--- src/rtl/sram_arb_pkg.sv ---
// sram_arb_pkg: shared state type and pointer helper for the SRAM port arbiter
package sram_arb_pkg;
    typedef enum logic {ARB, OWN} arb_state_t;

    function automatic int next_ptr(input int i, input int n);
        return (i + 1 >= n) ? 0 : i + 1;
    endfunction
endpackage

--- src/rtl/rr_pick.sv ---
// rr_pick: combinational rotating-priority picker, first request at or after ptr wins
module rr_pick #(
    parameter int N  = 3,
    parameter int PW = 2
) (
    input  logic [N-1:0]  req,
    input  logic [PW-1:0] ptr,
    output logic [N-1:0]  gnt,
    output logic [PW-1:0] idx
);
    int j;

    // scan from the farthest offset down so the closest requester overwrites
    always_comb begin
        gnt = '0;
        idx = '0;
        j = 0;
        for (int k = N - 1; k >= 0; k--) begin
            j = int'(ptr) + k;
            j = (j >= N) ? j - N : j;
            if (req[j]) begin
                gnt = '0;
                gnt[j] = 1'b1;
                idx = PW'(j);
            end
        end
    end
endmodule

--- src/rtl/sram_port_arbiter.sv ---
// sram_port_arbiter: round-robin single-port SRAM sharing with bounded burst lock
module sram_port_arbiter
    import sram_arb_pkg::*;
#(
    parameter int ADDR_WIDTH = 4,
    parameter int DATA_WIDTH = 8,
    parameter int NUM_REQ    = 3,
    parameter int MAX_LOCK   = 8
) (
    input  logic                           clk,
    input  logic                           rst_n,
    input  logic [NUM_REQ-1:0]             req,
    input  logic [NUM_REQ-1:0]             we_req,
    input  logic [NUM_REQ-1:0]             lock,
    input  logic [NUM_REQ*ADDR_WIDTH-1:0]  addr_req,
    input  logic [NUM_REQ*DATA_WIDTH-1:0]  wdata_req,
    output logic [NUM_REQ-1:0]             gnt,
    output logic [NUM_REQ-1:0]             rvalid,
    output logic [DATA_WIDTH-1:0]          rdata,
    output logic                           busy,
    output logic                           mem_cs,
    output logic                           mem_we,
    output logic [ADDR_WIDTH-1:0]          mem_addr,
    output logic [DATA_WIDTH-1:0]          mem_din,
    input  logic [DATA_WIDTH-1:0]          mem_dout
);
    localparam int PW = (NUM_REQ > 1) ? $clog2(NUM_REQ) : 1;
    localparam int CW = $clog2(MAX_LOCK) + 1;

    arb_state_t    state, state_nx;
    logic [PW-1:0] ptr, ptr_nx, owner, owner_nx, gidx, pick_idx;
    logic [CW-1:0] cnt, cnt_nx;
    logic [NUM_REQ-1:0] pick_gnt;
    logic          rel;

    rr_pick #(.N(NUM_REQ), .PW(PW)) u_pick (
        .req (req),
        .ptr (ptr),
        .gnt (pick_gnt),
        .idx (pick_idx)
    );

    always_comb begin
        rel      = !req[owner] || !lock[owner] || cnt == CW'(MAX_LOCK - 1);
        gnt      = !rst_n ? '0 : (state == OWN) ? (NUM_REQ'(req[owner]) << owner) : pick_gnt;
        gidx     = (state == OWN) ? owner : pick_idx;
        mem_cs   = |gnt;
        mem_we   = mem_cs & we_req[gidx];
        mem_addr = mem_cs ? addr_req[int'(gidx)*ADDR_WIDTH +: ADDR_WIDTH] : '0;
        mem_din  = mem_cs ? wdata_req[int'(gidx)*DATA_WIDTH +: DATA_WIDTH] : '0;
        state_nx = state;
        ptr_nx   = ptr;
        cnt_nx   = cnt;
        owner_nx = owner;
        if (state == ARB) begin
            if (|pick_gnt && lock[pick_idx]) begin
                state_nx = OWN;
                owner_nx = pick_idx;
                cnt_nx   = CW'(1);
            end else if (|pick_gnt) begin
                ptr_nx = PW'(next_ptr(int'(pick_idx), NUM_REQ));
            end
        end else if (rel) begin
            state_nx = ARB;
            ptr_nx   = PW'(next_ptr(int'(owner), NUM_REQ));
        end else begin
            cnt_nx = cnt + CW'(1);
        end
    end

    always_ff @(posedge clk or negedge rst_n) begin
        if (!rst_n) begin
            state  <= ARB;
            ptr    <= '0;
            cnt    <= '0;
            owner  <= '0;
            rvalid <= '0;
        end else begin
            state  <= state_nx;
            ptr    <= ptr_nx;
            cnt    <= cnt_nx;
            owner  <= owner_nx;
            rvalid <= gnt & ~we_req;
        end
    end

    assign busy  = (state == OWN);
    assign rdata = mem_dout;
endmodule
--- config.mk ---
export PLATFORM = sky130hd
export DESIGN_NAME = sram_port_arbiter
export DESIGN_NICKNAME = d
export VERILOG_FILES = /design/src/rtl/sram_arb_pkg.sv /design/src/rtl/rr_pick.sv /design/src/rtl/sram_port_arbiter.sv
export SDC_FILE = /design/constraint.sdc
export NUM_CORES = 1
export LEC_CHECK = 0
export ABC_CLOCK_PERIOD_IN_PS = 5200
export CAP_MARGIN = 0
export CORE_MARGIN = 5
export CORE_UTILIZATION = 35
export CTS_BUF_LIST = sky130_fd_sc_hd__clkbuf_4
export DETAILED_ROUTE_END_ITERATION = 16
export GPL_TIMING_DRIVEN = 0
export PLACE_DENSITY_LB_ADDON = 0.05
export SYNTH_ARGS = -nofsm -noshare
export SYNTH_HDL_FRONTEND = slang
export SYNTH_SLANG_ARGS = --single-unit
--- constraint.sdc ---
create_clock -name clk -period 5.2 [get_ports clk]
set_input_delay 1.56 -clock clk [delete_from_list [all_inputs] [get_ports clk]]
set_output_delay 1.56 -clock clk [all_outputs]
set_load 0.05 [all_outputs]
## After elaboration in Yosys (flattened, before gate mapping)

Index checks and enable logic that the tools add are counted.

- Input port bits: 55
- Word-level logic and storage cells: 102
- Bits in registers: 12
- Output and inout bits: 29

- Reductions and logical operators: 15
- Multiplexer cells: 49
- Eq/ne operators: 4
- $lt $le $gt $ge: 14
- Bitwise operators: 4
- Shift operators: 3
- $add $sub $neg: 8

Operator list:

| cell | count |
|---|---|
| $ge A32 B1 Y1 const B | 3 |
| $lt A32 B4 Y1 const B | 3 |
| $mux W32 | 3 |
| $ge A32 B3 Y1 const B | 2 |
| $sub A32 B3 Y32 const B | 2 |
| $shiftx A24 B6 Y8 | 1 |
| $mux W2 | 10 |
| $mux W1 | 16 |
| $mux W4 | 4 |
| $mux W3 | 5 |
| $bmux W1 S2 | 7 |
| $shiftx A12 B5 Y4 | 1 |
| $add A2 B1 Y3 const B | 3 |
| $lt A2 B3 Y1 const B | 3 |
| $mux W8 | 1 |
| $demux W1 S2 | 3 |
| $ge A3 B2 Y1 const B | 2 |
| $reduce_or A3 Y1 | 2 |
| $add A4 B1 Y4 const B | 1 |
| $eq A4 B3 Y1 const B | 1 |
| $logic_and A1 B1 Y1 | 4 |
| $ne A2 B2 Y1 const B | 2 |
| $reduce_and A2 Y1 | 2 |
| $reduce_bool A2 Y1 | 2 |
| 12 further kinds | 14 |

## Longest topological paths before layout

- Depth in word-level cells: 15
- Depth in mapped cells: 11
- Mapped depth without buffers: 9

## Cells and area by module

Synthesis repeated with hierarchy kept, for this count alone.

- Cell total of the unflattened synthesis: 166
- Area total of the unflattened synthesis: 1448.9 µm²

Modules (own cells, without submodules):

| module | sequential area each (µm²) | area an instance (µm²) | instances | cells an instance |
|---|---|---|---|---|
| sram_port_arbiter | 300.3 | 1161.1 | 1 | 124 |
| rr_pick | 0.0 | 287.8 | 1 | 42 |

## Least setup slack after synthesis

No wires, ideal clock.

- Kind: input -> output
- Start: in req[2]
- End: out mem_addr[0]
- Arrival: 3.626 ns
- Setup slack: 0.014 ns
- Required time: 3.640 ns
- Stages on the path: 9
- Buffers on the path: 2
- Cells stage by stage: buf_2 > nand2_1 > nor4b_1 > o32a_2 > nand2_1 > o21ai_1 > buf_2 > a222oi_1 > nor2_1

- Longest elaborated chain between the ends: 10
- Elaborated cells between the ends (all ways): 24
- Those cells by class: shift (2); mux (21); reduce/logical (1)

RTL lines:

| element | RTL line | RTL |
|---|---|---|
| from (decl) | sram_port_arbiter.sv:12 | `input logic [NUM_REQ-1:0] req,` |
| branches (longest 9 deep; another with $shiftx A12 B5 Y4) | - |  |
| $mux W4 (*) | sram_port_arbiter.sv:49 | `mem_addr = mem_cs ? addr_req[int'(gidx)*ADDR_WIDTH +: ADDR_WIDTH] : '0;` |
| to (decl) | sram_port_arbiter.sv:23 | `output logic [ADDR_WIDTH-1:0] mem_addr,` |

Mark *: on every way between the ends. The select of a mux whose other input is x is not followed.

## Final worst setup path

- Start: in req[1]
- End: out mem_din[6]

- Longest elaborated chain between the ends: 10
- Elaborated cells between the ends (all ways): 24
- Those cells by class: shift (2); mux (21); reduce/logical (1)

RTL lines:

| element | RTL line | RTL |
|---|---|---|
| branches (longest 9 deep; another with $shiftx A24 B6 Y8) | - |  |
| $mux W8 (*) | sram_port_arbiter.sv:50 | `mem_din = mem_cs ? wdata_req[int'(gidx)*DATA_WIDTH +: DATA_WIDTH] : '0;` |
| to (decl) | sram_port_arbiter.sv:24 | `output logic [DATA_WIDTH-1:0] mem_din,` |

Marked as above.

==> results.yml <==
run_status:
  status: "finished clean"
worst_setup_path:
  r2r-start: "ptr[0]$_DFFE_PN0P_"
  startpoint: "req[1]"
  slowest_delay_ns: 0.36
  slowest_stage: "o32a_4"
  critical-path-top-delay-family: "compound AO/OA/AOI/OAI gates"
  crit_required_ns: 3.64
  path_cells: "clkbuf_4 -> a22oi_1 -> o22ai_2 -> o32a_4 -> nand2_1 -> o21ai_4 -> buf_6 -> a222oi_1 -> nor2_1 -> buf_2"
  worstSetupEndpointType: "output port"
  crit_buf_inv: 3
  critPathKind: "input port to output port"
  worstPathMaxFanout: 10
  critPathLaunchType: "input port"
  arrival_ns: 3.52
global_routing:
  grtUsageMet2: 0.2886
  use_met3: 0.07713
  gr-max-usage-layer: "met2"
  grt_pass1_wl_um: 7624
  met1_usage: 0.2198
  grt_max_degree: 17
  antenna_found_initial: 0
  grt_overflow: 0
  grt_pass1_vias: 1624
  track_usage: 0.1805
placed_design:
  post-place-ws_ns: -1.179
  gp_congestion: 0.8196
  dp_hpwl_um: 3806
  placement.cell_area_mm2: 0.002175
  portBuffers: 73
  dpl.cell_count: 292
finish:
  fin_area_mm2: 0.002265
  fillCellCount: 379
  nNetsFinal: 310
  drive_gt1_frac: 0.2289
  antenna_cells: 0
  finalNonFillerCells: 297
  post-route-util: 0.6049
  areaGrowthSynthToFinish_pct: 63.65
yosys:
  synth_top_family_by_area: "compound AO/OA/AOI/OAI gates"
  avgSynthCellArea_um2: 8.093
  synth_ff_type: "dfrtp_1"
  syn_area_mm2: 0.001384
  synthCells: 171
  synthAdderAreaFrac: 0.04521
  synth-compound-area-share: 0.3255
  ys_seq_elements: 12
  synth_cell_types: 53
  muxShareOfSynthArea: 0.08047
  yosysWarnings: 0
  synthXorXnorAreaFrac: 0
  yosysSeqAreaShare: 0.2170
  synthArstFlopShare: 1.000
  synth_simple_gate_area_share: 0.2251
  synth_nets: 231
  synth_edf_count: 0
detailed_routing:
  drt_iter0_drc: 148
  avgRoutedWirePerCell_um: 16.32
  wirelength_um: 4846
  viasPerCell: 5.495
  dr.pass1.iters: 4
  route.detailed.drc: 0
  vias: 1632
  postRouteAntennaNets: 0
clock_tree:
  cts_buffer_depth: 2
  clk_pin_slew_ns: 0.07
  root_buffer: "clkbuf_4"
  clock_latency_ns: 0.28
  cts_buffers: 3
  cts_hold_buffers: 0
  cts_num_sinks: 12
  cts_tree: "done"
  cts.htree.levels: 1
sta:
  fmax_mhz: 196.7
  finalWorstSetupSlack_ns: 0.1167
  drv_slew: 0
  hold_ws_ns: 0.4962
  tightest_slew_ns: 0.7283
  period_share: 0.9776
  maxSlewHeadroom: 0.5137
  finalSetupViolCount: 0
  fin_setup_tns_ns: 0
  fin_crit_ns: 5.083
  report.final.hold_viol_count: 0
  clock_skew_ns: 0.005919
power_and_ir_drop:
  ir_drop_mv: 0.3878
  total_power_mw: 1.484
  p_leak_nw: 0.9906
  power_density_mw_per_mm2: 655.2
die:
  dieArea_mm2: 0.005311
  die_w_um: 72.88
  rows: 22
  dieHeight_um: 72.88
  ios: 84
  start_util: 0.3697
  coreArea_mm2: 0.003744
job:
  drv_cap: 0
hold_path:
  min_from: "cnt[3]$_DFFE_PN0P_"
  holdCritPathClass: "flip-flop to flip-flop"
final timing paths:
path	endpoint	slack, ns	cells after the start
max	mem_din[6]	0.12	10
min in group asynchronous	busy$_DFF_PN0_	1.31	1
min reg2reg	cnt[3]$_DFFE_PN0P_	0.50	1
min	cnt[3]$_DFFE_PN0P_	0.50	1
max in group asynchronous	cnt[2]$_DFFE_PN0P_	3.42	1
max reg2reg	owner[0]$_DFFE_PN0P_	2.30	11
power breakdown:
| group | internal [mW] | switching (mW) |
|---|---|---|
| Clock | 0.0279 | 0.0326 |
| Sequential | 0.126 | 0.0291 |
| Combinational | 0.489 | 0.779 |
| Total | 0.643 | 0.841 |
cell type report:
| cell class | instances | area [um^2] | area share |
|---|---|---|---|
| multi-input combinational | 132 | 1018 | 0.4497 |
| timing repair buffer | 74 | 695.7 | 0.3072 |
| clock buffer | 3 | 22.52 | 0.009945 |
| tap | 48 | 60.06 | 0.02652 |
| buffer | 21 | 141.4 | 0.06243 |
| inverter | 6 | 22.52 | 0.009945 |
| sequential | 12 | 300.3 | 0.1326 |
| clock inverter | 1 | 3.754 | 0.001657 |
cell families (layout without fill, tap and decap cells):
family,Yosys count,after routing
AOI/OAI and AO/OA,54,54
adders and majority gates,5,5
buffers and inverters,27,105
DFF,12,12
muxes,10,10
and+or+nand+nor,63,63
metal layers:
layer	vias up	share of wire
met5	-	0
met4	0	0.014
met2	70	0.47
met3	9	0.10
li1	793	-
met1	760	0.41
synthesized netlist by cell type (3+ instances only):
cell type   n  area share
o21ai_0     5       0.018
mux2_2      5       0.041
and3_1      3       0.014
a222oi_1   13       0.094
ha_1        5       0.045
nor2_1     24       0.065
inv_1       6       0.016
nor2b_1    11       0.050
a21oi_1     5       0.018
nand2_1    11       0.030
mux2i_1     3       0.022
dfrtp_1    12        0.22
buf_2       7       0.025
clkbuf_1    5       0.014
nand2b_1    3       0.014
buf_4       8       0.043
o21a_1      3       0.016
flip-flops by register name (all words and copies together), names as in the netlist:
signal / flops
cnt: 4
rvalid: 3
owner: 2
ptr: 2
busy: 1
placed cells by master, fill, tap and decap left out, types with 2 or more instances in the layout:
cell type        instances
a31oi_1                  2
mux2_2                   5
clkdlybuf4s50_1         55
a21o_1                   2
nor2b_1                 10
nand3_1                  2
nor2_1                  24
clkdlybuf4s15_2          3
dlymetal6s2s_1           2
and3_1                   3
o211ai_1                 2
buf_6                    3
clkbuf_4                 4
inv_1                    6
a21oi_1                  5
nand2_1                 11
nand2b_1                 2
dfrtp_1                 12
o21a_1                   3
buf_2                   13
clkbuf_1                 4
ha_1                     5
mux2i_1                  2
o21ai_0                  5
a211oi_1                 2
mux2i_2                  2
buf_4                   13
a222oi_1                13
what timing repair did:
item / CTS / global route
buffers inserted: 0 / 1
gates resized for setup: 79 / 20
pin swaps: 0 / 5
endpoints found under the setup margin: 17 / 16
Note: power is estimated with default switching activity, not from simulation.
